<file path="config.mk">
export PLATFORM = sky130hd
export DESIGN_NAME = expr_parser
export DESIGN_NICKNAME = d
export VERILOG_FILES = /design/src/rtl/expr_parser.sv
export SDC_FILE = /design/constraint.sdc
export NUM_CORES = 1
export LEC_CHECK = 0
export ABC_CLOCK_PERIOD_IN_PS = 5090
export CORE_AREA = 2 2 77 79
export CTS_CLUSTER_SIZE = 25
export DETAILED_ROUTE_END_ITERATION = 8
export DIE_AREA = 0 0 79 81
export PLACE_DENSITY_LB_ADDON = 0.12
export SYNTH_ARGS = -nofsm -noshare
export SYNTH_HDL_FRONTEND = slang
export SYNTH_SLANG_ARGS = --single-unit
</file>
<file path="constraint.sdc">
create_clock -name clk -period 5.09 [get_ports clk]
set_input_delay 0.7635 -clock clk [delete_from_list [all_inputs] [get_ports clk]]
set_output_delay 0.7635 -clock clk [all_outputs]
set_load 0.03 [all_outputs]
</file>
<file path="src/rtl/expr_parser.sv">
// expr_parser: reads an ASCII character stream of the form <digits><op><digits>=,
// hands the two operands and the operator to the calculator, and waits for the result.
module expr_parser #(
   parameter int unsigned WAIT_MAX = 16   // legal range 1..255
) (
   input  logic       clk,
   input  logic       rst,
   input  logic [7:0] rx_data,
   input  logic       rx_valid,
   input  logic       calc_done,
   output logic [7:0] operand1,
   output logic [7:0] operand2,
   output logic [7:0] operator,
   output logic       start_calc,
   output logic       busy,
   output logic       err
);

   typedef enum logic [1:0] {
      S_OP1  = 2'd0,
      S_OP2  = 2'd1,
      S_WAIT = 2'd2
   } state_t;

   localparam logic [7:0] WAIT_LAST = 8'(WAIT_MAX - 1);

   state_t     state_q, state_d;
   logic [1:0] dcnt_q, dcnt_d;     // digits entered in the current operand
   logic [7:0] wcnt_q, wcnt_d;     // edges spent in S_WAIT without calc_done
   logic [7:0] op1_d, op2_d, oper_d;
   logic       start_d, err_d;

   // Character classes
   logic is_digit, is_op, is_term, is_space, is_clear;
   // Decimal accumulation for the operand currently being entered
   logic [7:0]  acc_base;
   logic [11:0] acc_sum;
   logic [7:0]  acc_sat;

   // Classify the incoming character and compute the saturated next operand value
   always_comb begin
      is_digit = (rx_data >= 8'h30) && (rx_data <= 8'h39);
      is_op    = (rx_data == 8'h2B) || (rx_data == 8'h2D) ||
                 (rx_data == 8'h2A) || (rx_data == 8'h2F);
      is_term  = (rx_data == 8'h3D) || (rx_data == 8'h0D);
      is_space = (rx_data == 8'h20);
      is_clear = (rx_data == 8'h43) || (rx_data == 8'h63);
      // The first digit of an operand always starts from zero, so values left
      // over from a previous expression never leak into the new one.
      if (dcnt_q == 2'd0)
         acc_base = 8'd0;
      else if (state_q == S_OP2)
         acc_base = operand2;
      else
         acc_base = operand1;
      // 12 bits hold 255*10+9 without overflow before the clamp
      acc_sum = ({4'd0, acc_base} * 12'd10) + {8'd0, rx_data[3:0]};
      acc_sat = (acc_sum > 12'd255) ? 8'hFF : acc_sum[7:0];
   end

   // Next-state and next-output logic for the parser FSM
   always_comb begin
      logic do_error;
      // NOTE: every variable gets a default before the case; a path that leaves
      // one unassigned would infer a latch.
      state_d  = state_q;
      dcnt_d   = dcnt_q;
      wcnt_d   = wcnt_q;
      op1_d    = operand1;
      op2_d    = operand2;
      oper_d   = operator;
      start_d  = 1'b0;
      err_d    = 1'b0;
      do_error = 1'b0;

      unique case (state_q)
         S_OP1, S_OP2: begin
            if (rx_valid) begin
               if (is_digit) begin
                  if (dcnt_q == 2'd3) begin
                     do_error = 1'b1;
                  end else begin
                     if (state_q == S_OP1) op1_d = acc_sat;
                     else                  op2_d = acc_sat;
                     dcnt_d = dcnt_q + 2'd1;
                  end
               end else if (is_op) begin
                  if ((state_q == S_OP1) && (dcnt_q != 2'd0)) begin
                     oper_d  = rx_data;
                     dcnt_d  = 2'd0;
                     state_d = S_OP2;
                  end else begin
                     do_error = 1'b1;
                  end
               end else if (is_term) begin
                  if ((state_q == S_OP2) && (dcnt_q != 2'd0)) begin
                     start_d = 1'b1;
                     wcnt_d  = 8'd0;
                     state_d = S_WAIT;
                  end else begin
                     do_error = 1'b1;
                  end
               end else if (is_space) begin
                  // spaces are ignored
               end else if (is_clear) begin
                  op1_d   = 8'd0;
                  op2_d   = 8'd0;
                  oper_d  = 8'd0;
                  dcnt_d  = 2'd0;
                  state_d = S_OP1;
               end else begin
                  do_error = 1'b1;
               end
            end
         end

         S_WAIT: begin
            // Incoming characters are dropped here; calc_done beats the timeout.
            if (calc_done) begin
               dcnt_d  = 2'd0;
               state_d = S_OP1;
            end else if (wcnt_q == WAIT_LAST) begin
               do_error = 1'b1;
            end else begin
               wcnt_d = wcnt_q + 8'd1;
            end
         end

         default: begin
            do_error = 1'b1;
         end
      endcase

      if (do_error) begin
         err_d   = 1'b1;
         op1_d   = 8'd0;
         op2_d   = 8'd0;
         oper_d  = 8'd0;
         dcnt_d  = 2'd0;
         state_d = S_OP1;
      end
   end

   // State and output registers with synchronous active-high reset
   always_ff @(posedge clk) begin
      // NOTE: sequential state uses non-blocking assignments so every register
      // samples the values from before this edge, independent of statement order.
      if (rst) begin
         state_q    <= S_OP1;
         dcnt_q     <= 2'd0;
         wcnt_q     <= 8'd0;
         operand1   <= 8'd0;
         operand2   <= 8'd0;
         operator   <= 8'd0;
         start_calc <= 1'b0;
         busy       <= 1'b0;
         err        <= 1'b0;
      end else begin
         state_q    <= state_d;
         dcnt_q     <= dcnt_d;
         wcnt_q     <= wcnt_d;
         operand1   <= op1_d;
         operand2   <= op2_d;
         operator   <= oper_d;
         start_calc <= start_d;
         busy       <= (state_d == S_WAIT);
         err        <= err_d;
      end
   end

endmodule

</file>
==> metrics.txt <==
H-tree depth=2; I/O Buffers=38; Clk Latency, worst-skew pair=0.30 ns; critical-path maximum fanout=16; final period utilization=78.0%; Worst IR Drop VDD=between 0.00015 and 0.0002 V; Worst-path clk slew=0.09 ns; synthesized flop and latch total=39; hpwl dp=between 4000 and 5000 µm; max_slew headroom=between 50% and 60%; Final min period=about 4 ns; net count of the finished layout=roughly 360; Layout Area Growth over Synthesis=18.1%; post-synthesis average cell area=between 8 and 9 µm²; hold buffers post-CTS=0; worst hold path type=register to register; vias per cell=a little under 6; Post-synth top flop=dfxtp_1; Yosys cell types=70; CTS tree=done; routability cong.=0.895; Core Area=about 5700 µm²; Synth area leaders=dfxtp_1 29%, ha_1 7.4%, nand2_1 5.0%; # diodes=0; Synth top cells by count=39 x dfxtp_1, 36 x nand2_1, 24 x nor2_1; ys async rst share=0%; die width=just under 80 µm; storage element area=about 800 µm²; Max-Cap Viols=0; fraction of layout cells with a size suffix above 1=between 10% and 20%; deepest clock path buffer count=2; Synth Warn #=0; setup TNS=0 ns; Gate Count Post-Synth=303; gr usage total=21.3%; Antenna Nets Post-Route=0; gr ovfl total=0; placement-stage cell area=just over 3000 µm²; RSZ-0062 raised after global routing=false; # DRC=0; crit path DAT=4.14 ns; met2 usage=between 30% and 40%; final hold vios=0; cell with the most instances after synthesis=dfxtp_1; Final Cell Area=3200 µm²; Die Area=between 6000 and 7000 µm²; area leader, netlist=dfxtp_1; FMAX=roughly 250 MHz; register area share after synthesis=approximately 29%; Vias=about 2400; die extent in y=roughly 81 µm; total CTS buffers=5; Multi-input gate area=approximately 1800 µm²; Worst EP required=about 5.3 ns; Mapped Nets=between 300 and 400; largest net degree at the start of global routing=22; status=completed; final setup fails=0; post-CTS sizing=0; CP startpoint kind=register; Filler Cell Count=about 540; CTS Sinks=39; drt wl/cell=between 15 and 20 µm; drt initial violations=between 100 and 150; pwr/cell area=~180 nW/µm²; Worst Max-Slew Pin Slew=around 0.73 ns; Yosys top cell area share=between 20% and 30%; first-pass GRT wire length=between 10000 and 15000 µm; synthesized cell area=~2700 µm²; fin. max-slew vios=0; GR peak layer=met2; met3 Track Usage GR=3.56%; Row Count=28; Starting Density=between 40% and 50%; I/O pin count=39; Power Total=583 µW; vias in the first global route=between 2000 and 2500; clock root buffer=clkbuf_8; CP Capture Type=register; First-pass DRT Iterations=4; final wirelength=~6600 µm; met1 Usage GRT=between 20% and 30%; EDFF count, synth=0; Clock Skew=about 0.010 ns; initial antenna violation count=0; Post-CTS Setup Inserts=0; Crit Path Category=register to register; leakage power=around 1.1 nW
per-layer routing:
layer	vias to the layer above	wire, µm
met5	-	0
met4	0	164
met3	13	243
met2	58	3170
met1	1146	3070
li1	1215	-
worst max-delay path, stage by stage, from the launching register on:
cell and delay, ns:
dfxtp_1 0.51, nand2b_1 0.43, nand2_1 0.10, a21oi_1 0.34
mux2_2 0.38, ha_1 0.22, fa_1 0.43, xnor2_1 0.18
or2_1 0.28, nor4b_4 0.29, mux2i_2 0.26, buf_4 0.29
a311oi_1 0.12
cell usage in the layout (no fill, tap or decap), drive strengths merged, types with 5 or more instances in the layout:
master          n
dfxtp          39
nand3           6
a211oi         17
a31oi           5
nand2          36
nor3            5
ha             16
clkbuf          6
inv             6
nor2           24
a21oi          22
nor2b           6
a221oi         14
o21ai           9
clkdlybuf4s50  38
logic make-up after synthesis:
kind of cell	count (synthesis)	synth area share, %
buffers and inverters	21	4.21
flip-flops	39	28.8
multiplexers	6	2.63
XOR/XNOR	6	2.45
AND/OR/NAND/NOR	112	22.9
adder cells (fa/ha/maj)	18	8.88
AO/OA/AOI/OAI	101	30.1
report_power, final:
part | switching (mW) | leakage (nW) | internal [mW]
Combinational | 0.0264 | 0.766 | 0.0191
Sequential | 0.000323 | 0.314 | 0.305
Clock | 0.121 | 0.0516 | 0.111
Total | 0.147 | 1.13 | 0.435
through the flow:
stage                     hold WS [ns]  util [%]  instances  worst slack [ns]
after floorplan                  0.453         -        303              1.49
after global placement           0.418      54.6        402              1.24
after detailed placement         0.426      54.6        402              1.14
after CTS                        0.437      56.3        410              1.13
after global routing             0.456      56.3        410             0.861
final                            0.432      56.3        410              1.12
flip-flops by register name, summed over array words and instances, names as in the netlist:
name        cells
operand2        8
operator        8
err             1
busy            1
wcnt_q          8
start_calc      1
operand1        8
dcnt_q          2
state_q         2
final timing paths:
kind	cells past startpoint	end	slack (ns)	start
max	12	operand2[6]	1.12	state_q[1]
min	2	operator[6]	0.43	operator[6]
max reg2reg	12	operand2[6]	1.12	state_q[1]
min reg2reg	2	operator[6]	0.43	operator[6]
area by class of cell:
cell class / instances / area share [%]
Inverter: 5 / 0.587
Sequential cell: 39 / 24.4
Timing Repair Buffer: 40 / 12.4
Tap cell: 75 / 2.94
Clock inverter: 2 / 0.431
Clock buffer: 6 / 2.58
Multi-Input combinational cell: 243 / 56.7
Note: power is estimated with default switching activity, not from simulation.
